**src/rtl/alu_arb_pkg.sv**
```systemverilog
// alu_arb_pkg: shared datapath width, FSM state type and ALU function codes
package alu_arb_pkg;
  localparam int ALU_W = 32;
  typedef enum logic [1:0] {IDLE, EXEC, RESP} state_t;
  localparam logic [2:0] F_AND = 3'b000;
  localparam logic [2:0] F_OR  = 3'b001;
  localparam logic [2:0] F_ADD = 3'b010;
  localparam logic [2:0] F_SUB = 3'b110;
  localparam logic [2:0] F_SLT = 3'b111;
endpackage

```
**src/rtl/alu_arbiter_alu.sv**
```systemverilog
// alu_arbiter_alu: 32-bit ALU where f[2] inverts b and f[1:0] picks AND/OR/SUM/SLT
module alu_arbiter_alu import alu_arb_pkg::*; (
  input  logic [ALU_W-1:0] a_i,
  input  logic [ALU_W-1:0] b_i,
  input  logic [2:0]       f_i,
  output logic [ALU_W-1:0] y_o,
  output logic             z_o
);
  logic [ALU_W-1:0] bb, s;
  // invert b and add the carry-in for SUB/SLT, then select logic, sum or sign result
  always_comb begin
    bb  = f_i[2] ? ~b_i : b_i;
    s   = a_i + bb + {{(ALU_W-1){1'b0}}, f_i[2]};
    y_o = f_i[1:0] == F_AND[1:0] ? a_i & bb :
          f_i[1:0] == F_OR[1:0]  ? a_i | bb :
          f_i[1:0] == F_ADD[1:0] ? s : {{(ALU_W-1){1'b0}}, s[ALU_W-1]};
    z_o = y_o == '0;
  end
endmodule

```
**src/rtl/alu_arbiter.sv**
```systemverilog
// alu_arbiter: round-robin arbitration of N_REQ requesters onto one shared ALU
module alu_arbiter import alu_arb_pkg::*; #(
  parameter int N_REQ = 2
) (
  input  logic                        clk,
  input  logic                        rst_n,
  input  logic [N_REQ-1:0]            req_valid,
  output logic [N_REQ-1:0]            req_ready,
  input  logic [N_REQ-1:0][ALU_W-1:0] req_a,
  input  logic [N_REQ-1:0][ALU_W-1:0] req_b,
  input  logic [N_REQ-1:0][2:0]       req_f,
  output logic [N_REQ-1:0]            rsp_valid,
  input  logic [N_REQ-1:0]            rsp_ready,
  output logic [ALU_W-1:0]            rsp_y,
  output logic                        rsp_z,
  output logic                        busy,
  output logic [15:0]                 op_count
);
  localparam int GW = $clog2(N_REQ);
  localparam logic [N_REQ-1:0] ONE = {{(N_REQ-1){1'b0}}, 1'b1};
  state_t           state_q;
  logic [GW-1:0]    last_q, grant_q, g_d, k;
  logic             hit;
  logic [ALU_W-1:0] a_q, b_q, y_q, alu_y;
  logic [2:0]       f_q;
  logic             z_q, alu_z;
  logic [15:0]      op_cnt_q;
  alu_arbiter_alu u_alu (
    .a_i (a_q),
    .b_i (b_q),
    .f_i (f_q),
    .y_o (alu_y),
    .z_o (alu_z)
  );
  // first valid requester searching upward from the one after the last completed grant
  always_comb begin
    hit = 1'b0;
    g_d = last_q;
    k   = '0;
    for (int i = 1; i <= N_REQ; i++) begin
      k = GW'((int'(last_q) + i) % N_REQ);
      if (!hit && req_valid[k]) begin
        hit = 1'b1;
        g_d = k;
      end
    end
  end
  assign req_ready = (rst_n && state_q == IDLE && hit) ? ONE << g_d : '0;
  assign rsp_valid = (rst_n && state_q == RESP) ? ONE << grant_q : '0;
  assign rsp_y     = rst_n ? y_q : '0;
  assign rsp_z     = rst_n & z_q;
  assign busy      = rst_n && state_q != IDLE;
  assign op_count  = op_cnt_q;
  // accept a request, run it through the ALU, then hold the result until the grantee takes it
  always_ff @(posedge clk) begin
    if (!rst_n) begin
      state_q  <= IDLE;
      last_q   <= GW'(N_REQ - 1);
      grant_q  <= '0;
      a_q      <= '0;
      b_q      <= '0;
      f_q      <= '0;
      y_q      <= '0;
      z_q      <= 1'b0;
      op_cnt_q <= '0;
    end else begin
      case (state_q)
        IDLE: if (hit) begin
          grant_q <= g_d;
          a_q     <= req_a[g_d];
          b_q     <= req_b[g_d];
          f_q     <= req_f[g_d];
          state_q <= EXEC;
        end
        EXEC: begin
          y_q     <= alu_y;
          z_q     <= alu_z;
          state_q <= RESP;
        end
        RESP: if (rsp_ready[grant_q]) begin
          last_q   <= grant_q;
          op_cnt_q <= op_cnt_q + 16'd1;
          state_q  <= IDLE;
        end
        default: state_q <= IDLE;
      endcase
    end
  end
endmodule
```
**config.mk**
```make
export PLATFORM = sky130hd
export DESIGN_NAME = alu_arbiter
export DESIGN_NICKNAME = d
export VERILOG_FILES = /design/src/rtl/alu_arb_pkg.sv /design/src/rtl/alu_arbiter_alu.sv /design/src/rtl/alu_arbiter.sv
export SDC_FILE = /design/constraint.sdc
export NUM_CORES = 1
export LEC_CHECK = 0
export CAP_MARGIN = 10
export CORE_MARGIN = 2
export CORE_UTILIZATION = 35
export DETAILED_ROUTE_END_ITERATION = 6
export PLACE_DENSITY = 0.58
export SYNTH_ARGS = -nofsm -noshare
export SYNTH_HDL_FRONTEND = slang
export SYNTH_SLANG_ARGS = --single-unit
```
**constraint.sdc**
```tcl
create_clock -name clk -period 9.5 [get_ports clk]
set_input_delay 2.85 -clock clk [delete_from_list [all_inputs] [get_ports clk]]
set_output_delay 2.85 -clock clk [all_outputs]
set_load 0.02 [all_outputs]
```
==> qor.csv, run 1 <==
stage,metric,value,unit
pwr,sequential power share,0.286,
logic_synthesis,"Avg Cell Area, Syn",8.26,um2
pwr,maximum VDD drop,0.113,mV
pwr,cell-internal power,1.33,mW
route,First DRT Iteration DRCs,484,
route,Detailed Routing Iterations Pass 1,5,
timing,hold slack,0.495,ns
logic_synthesis,sequential share of the synthesized area,0.272,
cells_and_area,Multi-input gate area,5880,um2
die,Die X,163,um
grt,overall routing resource usage,0.180,
cells_and_area,Area Overhead vs Synth,31.4,%
route,Routed WL,23800,um
grt,pin count of the biggest net entering global routing,102,
die,Starting Density,0.353,
timing,final worst path period share,0.793,
clock_network,CTS tree,yes,
timing,clock skew,0.0148,ns
route,highest metal used,met4,
critical_path,WS Path Type,input port to primary output,
timing,actual slew at the worst max-slew pin,0.834,ns
critical_path,crit-path max FO,23,
clock_network,Max Buffers Root-to-Sink,2,
clock_network,CTS Buf Count,17,
clock_network,clock latency on the worst-skew pair,0.43,ns
critical_path,Worst setup startpoint,req_valid[0],
cells_and_area,post-layout util,0.464,
hold_path,min-delay src,y_q[21],
clock_network,H-tree depth,4,
logic_synthesis,synthesized area,8820,um2
critical_path,CP Capture Type,primary output,
clock_network,"CTS clk-pin slew, worst paths",0.06,ns
route,DRT met1 WL,12600,um
pwr,P_leak,5.56,nW
grt,total congestion overflow,0,
die,core footprint,25000,um2
logic_synthesis,Synthesis Warnings,0,
grt,via count of the first global-routing pass,7432,
critical_path,CP Launch Type,input port,
cells_and_area,final instance area,11600,um2
clock_network,Sink Count,120,
die,Die Y,163,um
critical_path,worst endpoint data arrival time,4.68,ns
placement,buffers added on ports,193,
timing,Rel. slew slack,0.444,
clock_network,Post-CTS Setup Inserts,0,
logic_synthesis,ys async rst share,0,
timing,Max Fclk,133,MHz
status,status,completed,
logic_synthesis,synth unique cells,60,
timing,Final Hold Fails,0,
grt,first-pass GRT wire length,38200,um
die,DIE AREA,26500,um2
logic_synthesis,Syn Nets,1280,
cells_and_area,final non-filler cell total,1562,
logic_synthesis,Yosys top cell by area,dfxtp_1,
hold_path,Worst Hold Class,flip-flop to flip-flop,
logic_synthesis,prevailing post-synth register cell,dfxtp_1,
job,max_cap viols,0,
pwr,pwr/cell area,184,nW/um2
pwr,sw frac,0.378,
logic_synthesis,Cells after Synth,1067,
cells_and_area,share of layout cells above drive strength 1,0.0528,
clock_network,cts hold-fix bufs,0,
placement,Placed Cells,1530,
grt,initial antenna violation count,0,
critical_path,Worst EP required,6.65,ns
placement,gp weighted congestion,0.926,
timing,Tmin final,7.53,ns
route,vias per cell,5.06,
route,DR vias,7905,
placement,Detailed Place HPWL,18100,um
pwr,Comb pwr share,0.410,
clock_network,Root Driver,clkbuf_16,
critical_path,Reg2Reg Launch Point,f_q[2],
pwr,P_sw,0.806,mW
clock_network,# resized after CTS,0,
timing,setup tns final,0,ns
logic_synthesis,Synth area leaders,"dfxtp_1 (27%), ha_1 (10%), o211a_1 (9.4%)",
die,Top Ports,194,
timing,Final Setup Violations,0,
logic_synthesis,Yosys top cell area share,0.272,
route,met3 wire len,1420,um
cells_and_area,"most common cell after layout, fill and taps aside",clkdlybuf4s50_1,
cells_and_area,most frequent cells in the layout,"clkdlybuf4s50_1 (192), nand2_1 (128), dfxtp_1 (119)",
timing,fin. max-slew vios,0,
route,WL/cell,15.3,um
die,row cnt,58,
logic_synthesis,"flops & latches, synth",120,
route,met2 WL,9530,um
cells_and_area,FF+latch area,2400,um2
cells_and_area,# nets final,1432,
route,antenna-violating nets left,0,
pwr,share of total power in the clock network,0.304,
cells_and_area,fillers,2503,
timing,RSZ-0062 raised after global routing,no,
route,Residual DRC,0,
placement,Placed Area,11000,um2
cells_and_area,n_diodes,0,
logic_synthesis,"EDFF count, synth",0,
## synth_stat cells (all sizes together) (16+ instances only)
cell type	count
nand2	128
a21oi	62
nor2	55
inv	74
a221oi	16
ha	72
xor2	46
mux2i	78
o211a	83
dfxtp	120
and2	50
xnor2	28
clkbuf	59
o21ai	55
## registers in the layout (all words and copies together), names as in the netlist
register and cells:
b_q 32, op_count 16, a_q 32, f_q 3, last_q 1, grant_q 1, state_q 2, z_q 1
y_q 32
## critical path: stages
cell	delay [ns]
clkdlybuf4s50_1	0.49
nand2_1	0.09
o21ai_4	0.07
buf_4	0.37
and3_1	0.21
clkdlybuf4s50_1	0.60
## cell families (layout without fill, tap and decap cells)
| family | count (synthesis) | after routing | share of synthesized area |
|---|---|---|---|
| AND/OR/NAND/NOR | 309 | 309 | 0.169 |
| AO/OA/AOI/OAI | 265 | 265 | 0.225 |
| buffers and inverters | 146 | 311 | 0.0637 |
| flip-flops | 120 | 120 | 0.272 |
| multiplexers | 80 | 80 | 0.0915 |
| XOR/XNOR | 74 | 74 | 0.0735 |
| adder cells (fa/ha/maj) | 73 | 73 | 0.104 |
## per-stage QoR
stage               worst slack (ns)  power (mW)
global route                    1.89        2.27
global placement                1.98        1.48
floorplan                       2.74        1.23
detailed placement              1.97        1.49
finish                          1.97        2.13
CTS                             1.96        2.15
## per-layer routing
layer,up-vias,global-route usage
li1,4015,-
met1,3610,0.271
met2,257,0.255
met3,23,0.0339
met4,0,0.0567
met5,-,0
## path summary, 6_finish.rpt
path / to / slack (ns) / depth (start not counted)
setup / recovery: req_ready[0] / 1.97 / 6
hold / removal: y_q[21] / 0.49 / 1
setup reg to reg: z_q / 4.85 / 15
hold reg to reg: y_q[21] / 0.49 / 1
## final cells by class
class,instances,share of cell area
Clock buffer,17,0.0367
Tap cell,330,0.0356
Sequential cell,120,0.207
Multi-Input combinational cell,801,0.507
Clock inverter,15,0.0145
Inverter,74,0.0240
Timing Repair Buffer,205,0.174
## power groups by stage
stage                     clock network (mW)  registers (mW)  logic [mW]
after floorplan                            0           0.599       0.632
after global placement                     0           0.621       0.858
after detailed placement                   0           0.622       0.867
after CTS                              0.663           0.611       0.872
after global routing                   0.684           0.619       0.969
final                                  0.649           0.610       0.875
(Power assumes the default switching activity.)
==> run 2: changes to the inputs <==
Settings changed: PLACE_DENSITY 0.58 to 0.6.
Clock period 9.5 ns to 6.2 ns, I/O delays scaled along.
==> run 2 against run 1 <==
  * Register-to-register slack lost 3.0 ns
  * Setup slack lost 1.2 ns
  * Sequential cell count is the same
  * Critical path depth is the same
  * Clock-buffer cell count grew 1
  * Highest routed layer unchanged
  * First-iteration DRC count shrank 7.2%
  * Cell area grew 0.35%
  * Die area is the same
  * Non-clock buffer count shrank 1
  * Clock power grew 65%
  * Combinational power grew 53%
  * Sequential power grew 53%
==> qor.csv, run 2 (same netlist as run 1, synthesis figures left out) <==
stage,metric,value,unit,change
status,status,completed,,
die,core footprint,25000,um2,unchanged
cells_and_area,most frequent cells in the layout,"clkdlybuf4s50_1 (192), nand2_1 (128), dfxtp_1 (119)",,
critical_path,Reg2Reg Launch Point,f_q[2],,
route,DR vias,7913,,+0.10%
hold_path,Hold Crit Endpoint,y_q[17],,
clock_network,# resized after CTS,0,,unchanged
pwr,Overall Power,3.35,mW,+57%
cells_and_area,Area Overhead vs Synth,31.8,%,
pwr,pwr/cell area,288,nW/um2,+56%
clock_network,Root Driver,clkbuf_16,,
pwr,P_sw,1.23,mW,+52%
timing,Final Setup Violations,0,,unchanged
route,Residual DRC,0,,unchanged
critical_path,WS Path Type,input port to primary output,,
hold_path,Worst Hold Class,flip-flop to flip-flop,,
cells_and_area,n_diodes,0,,unchanged
hold_path,min-delay src,y_q[17],,
cells_and_area,share of layout cells above drive strength 1,0.0528,,about the same
die,Die Y,163,um,unchanged
critical_path,R2R Setup Slk,1.85,ns,-3.00 ns
pwr,P_leak,5.57,nW,+0.16%
timing,fin. max-slew vios,0,,unchanged
timing,clock skew,0.00780,ns,-0.00702 ns
grt,initial antenna violation count,0,,unchanged
route,Detailed Routing Iterations Pass 1,5,,unchanged
critical_path,CP Launch Type,input port,,
die,DIE AREA,26500,um2,unchanged
timing,hold slack,0.496,ns,+0.00180 ns
clock_network,Max Buffers Root-to-Sink,2,,unchanged
timing,actual slew at the worst max-slew pin,1.12,ns,+0.283 ns
clock_network,clock latency on the worst-skew pair,0.42,ns,about the same
job,max_cap viols,0,,unchanged
pwr,Comb pwr share,0.400,,-0.010
cells_and_area,biggest regs,"a_q x32, b_q x32, y_q x32",,
route,Routed WL,24100,um,+0.92%
timing,Tmin final,5.39,ns,
clock_network,CTS tree,yes,,
hold_path,worst hold stages,1,,unchanged
grt,overall routing resource usage,0.182,,+0.00219
placement,Detailed Place HPWL,18300,um,+1.4%
clock_network,Sink Count,120,,unchanged
timing,RSZ-0062 raised after global routing,no,,
clock_network,cts hold-fix bufs,0,,unchanged
pwr,cell-internal power,2.12,mW,+60%
placement,gp weighted congestion,0.922,,-0.39%
placement,buffers added on ports,193,,unchanged
grt,first-pass GRT wire length,38800,um,+1.5%
pwr,sequential power share,0.279,,-0.007
critical_path,CP Capture Type,primary output,,
grt,via count of the first global-routing pass,7531,,+1.3%
clock_network,H-tree depth,4,,unchanged
grt,pin count of the biggest net entering global routing,73,,-28%
timing,Max Fclk,186,MHz,
die,Top Ports,194,,unchanged
pwr,sw frac,0.367,,-0.0107
clock_network,Post-CTS Setup Inserts,0,,unchanged
cells_and_area,final non-filler cell total,1561,,-0.064%
placement,Placed Cells,1529,,-0.065%
timing,Final Hold Fails,0,,unchanged
critical_path,r2r worst-path depth,14,,-1
route,First DRT Iteration DRCs,449,,-7.2%
route,antenna-violating nets left,0,,unchanged
pwr,share of total power in the clock network,0.321,,+0.017
critical_path,worst endpoint data arrival time,3.53,ns,-1.15 ns
timing,setup tns final,0,ns,unchanged
route,WL/cell,15.4,um,+0.99%
cells_and_area,"most common cell after layout, fill and taps aside",clkdlybuf4s50_1,,
die,Die X,163,um,unchanged
timing,Rel. slew slack,0.253,,-0.191
critical_path,RR Endpoint,z_q,,
critical_path,crit-path max FO,3,,-87%
route,vias per cell,5.07,,+0.17%
timing,final worst path period share,0.869,,
die,row cnt,58,,unchanged
clock_network,"CTS clk-pin slew, worst paths",0.06,ns,about the same
die,Starting Density,0.353,,unchanged
critical_path,Worst EP required,4.34,ns,-2.31 ns
grt,total congestion overflow,0,,unchanged
cells_and_area,fillers,2552,,+2.0%
cells_and_area,# nets final,1431,,-0.070%
pwr,maximum VDD drop,0.165,mV,+46%
clock_network,CTS Buf Count,17,,unchanged
## run 2: changes by cell type in the layout (fill, tap and decap cells not counted)
| cell | delta |
|---|---|
| clkbuf_8 | +1 |
| inv_6 | -4 |
| buf_4 | -1 |
| clkinv_4 | -1 |
| bufinv_16 | +2 |
| nor2_2 | +1 |
| clkinvlp_4 | +2 |
| nor2_1 | -1 |
## run 2: cell type report
type                            instances  area [um2]  share of cell area
Tap cell                              330         413              0.0355
Clock buffer                           18         439              0.0378
Multi-Input combinational cell        801        5880               0.506
Clock inverter                         14         199              0.0171
Sequential cell                       120        2400               0.207
Timing Repair Buffer                  204        2010               0.173
Inverter                               74         278              0.0239
## run 2: worst max-delay path, stage by stage
cell             delay, ns
clkdlybuf4s50_1       0.54
nor2_1                0.08
nor3_2                0.15
and2_1                0.16
nor2b_1               0.13
clkdlybuf4s50_1       0.61
## run 2: how the worst max path moves through the flow
stage                 startpoint  cells after the start      endpoint
global route        req_valid[1]                      6  req_ready[1]
finish              req_valid[1]                      6  req_ready[1]
global placement    req_valid[1]                      6  req_ready[1]
CTS                 req_valid[1]                      6  req_ready[1]
floorplan           req_valid[1]                      4  req_ready[0]
detailed placement  req_valid[1]                      6  req_ready[1]
## run 2: per-stage QoR
step,setup WS [ns],util,instance area [um2]
6_report,0.812,0.466,11600
3_3_place_gp,0.855,0.440,11000
5_1_grt,0.706,0.466,11600
2_1_floorplan,1.42,-,8820
4_1_cts,0.807,0.466,11600
3_5_place_dp,0.817,0.440,11000
## run 2: power by group through the flow
stage	registers [mW]	clock network [mW]	logic, mW
after global placement	0.950	0	1.32
after detailed placement	0.952	0	1.33
after CTS	0.935	1.09	1.34
after global routing	0.946	1.13	1.49
after floorplan	0.917	0	0.968
final	0.934	1.07	1.34
## run 2: per-layer routing
layer | vias to the layer above | wire length (um) | track usage
met3 | 28 | 1320 | 0.0290
li1 | 4012 | - | -
met1 | 3630 | 12600 | 0.270
met4 | 0 | 403 | 0.0555
met5 | - | 0 | 0
met2 | 243 | 9730 | 0.268
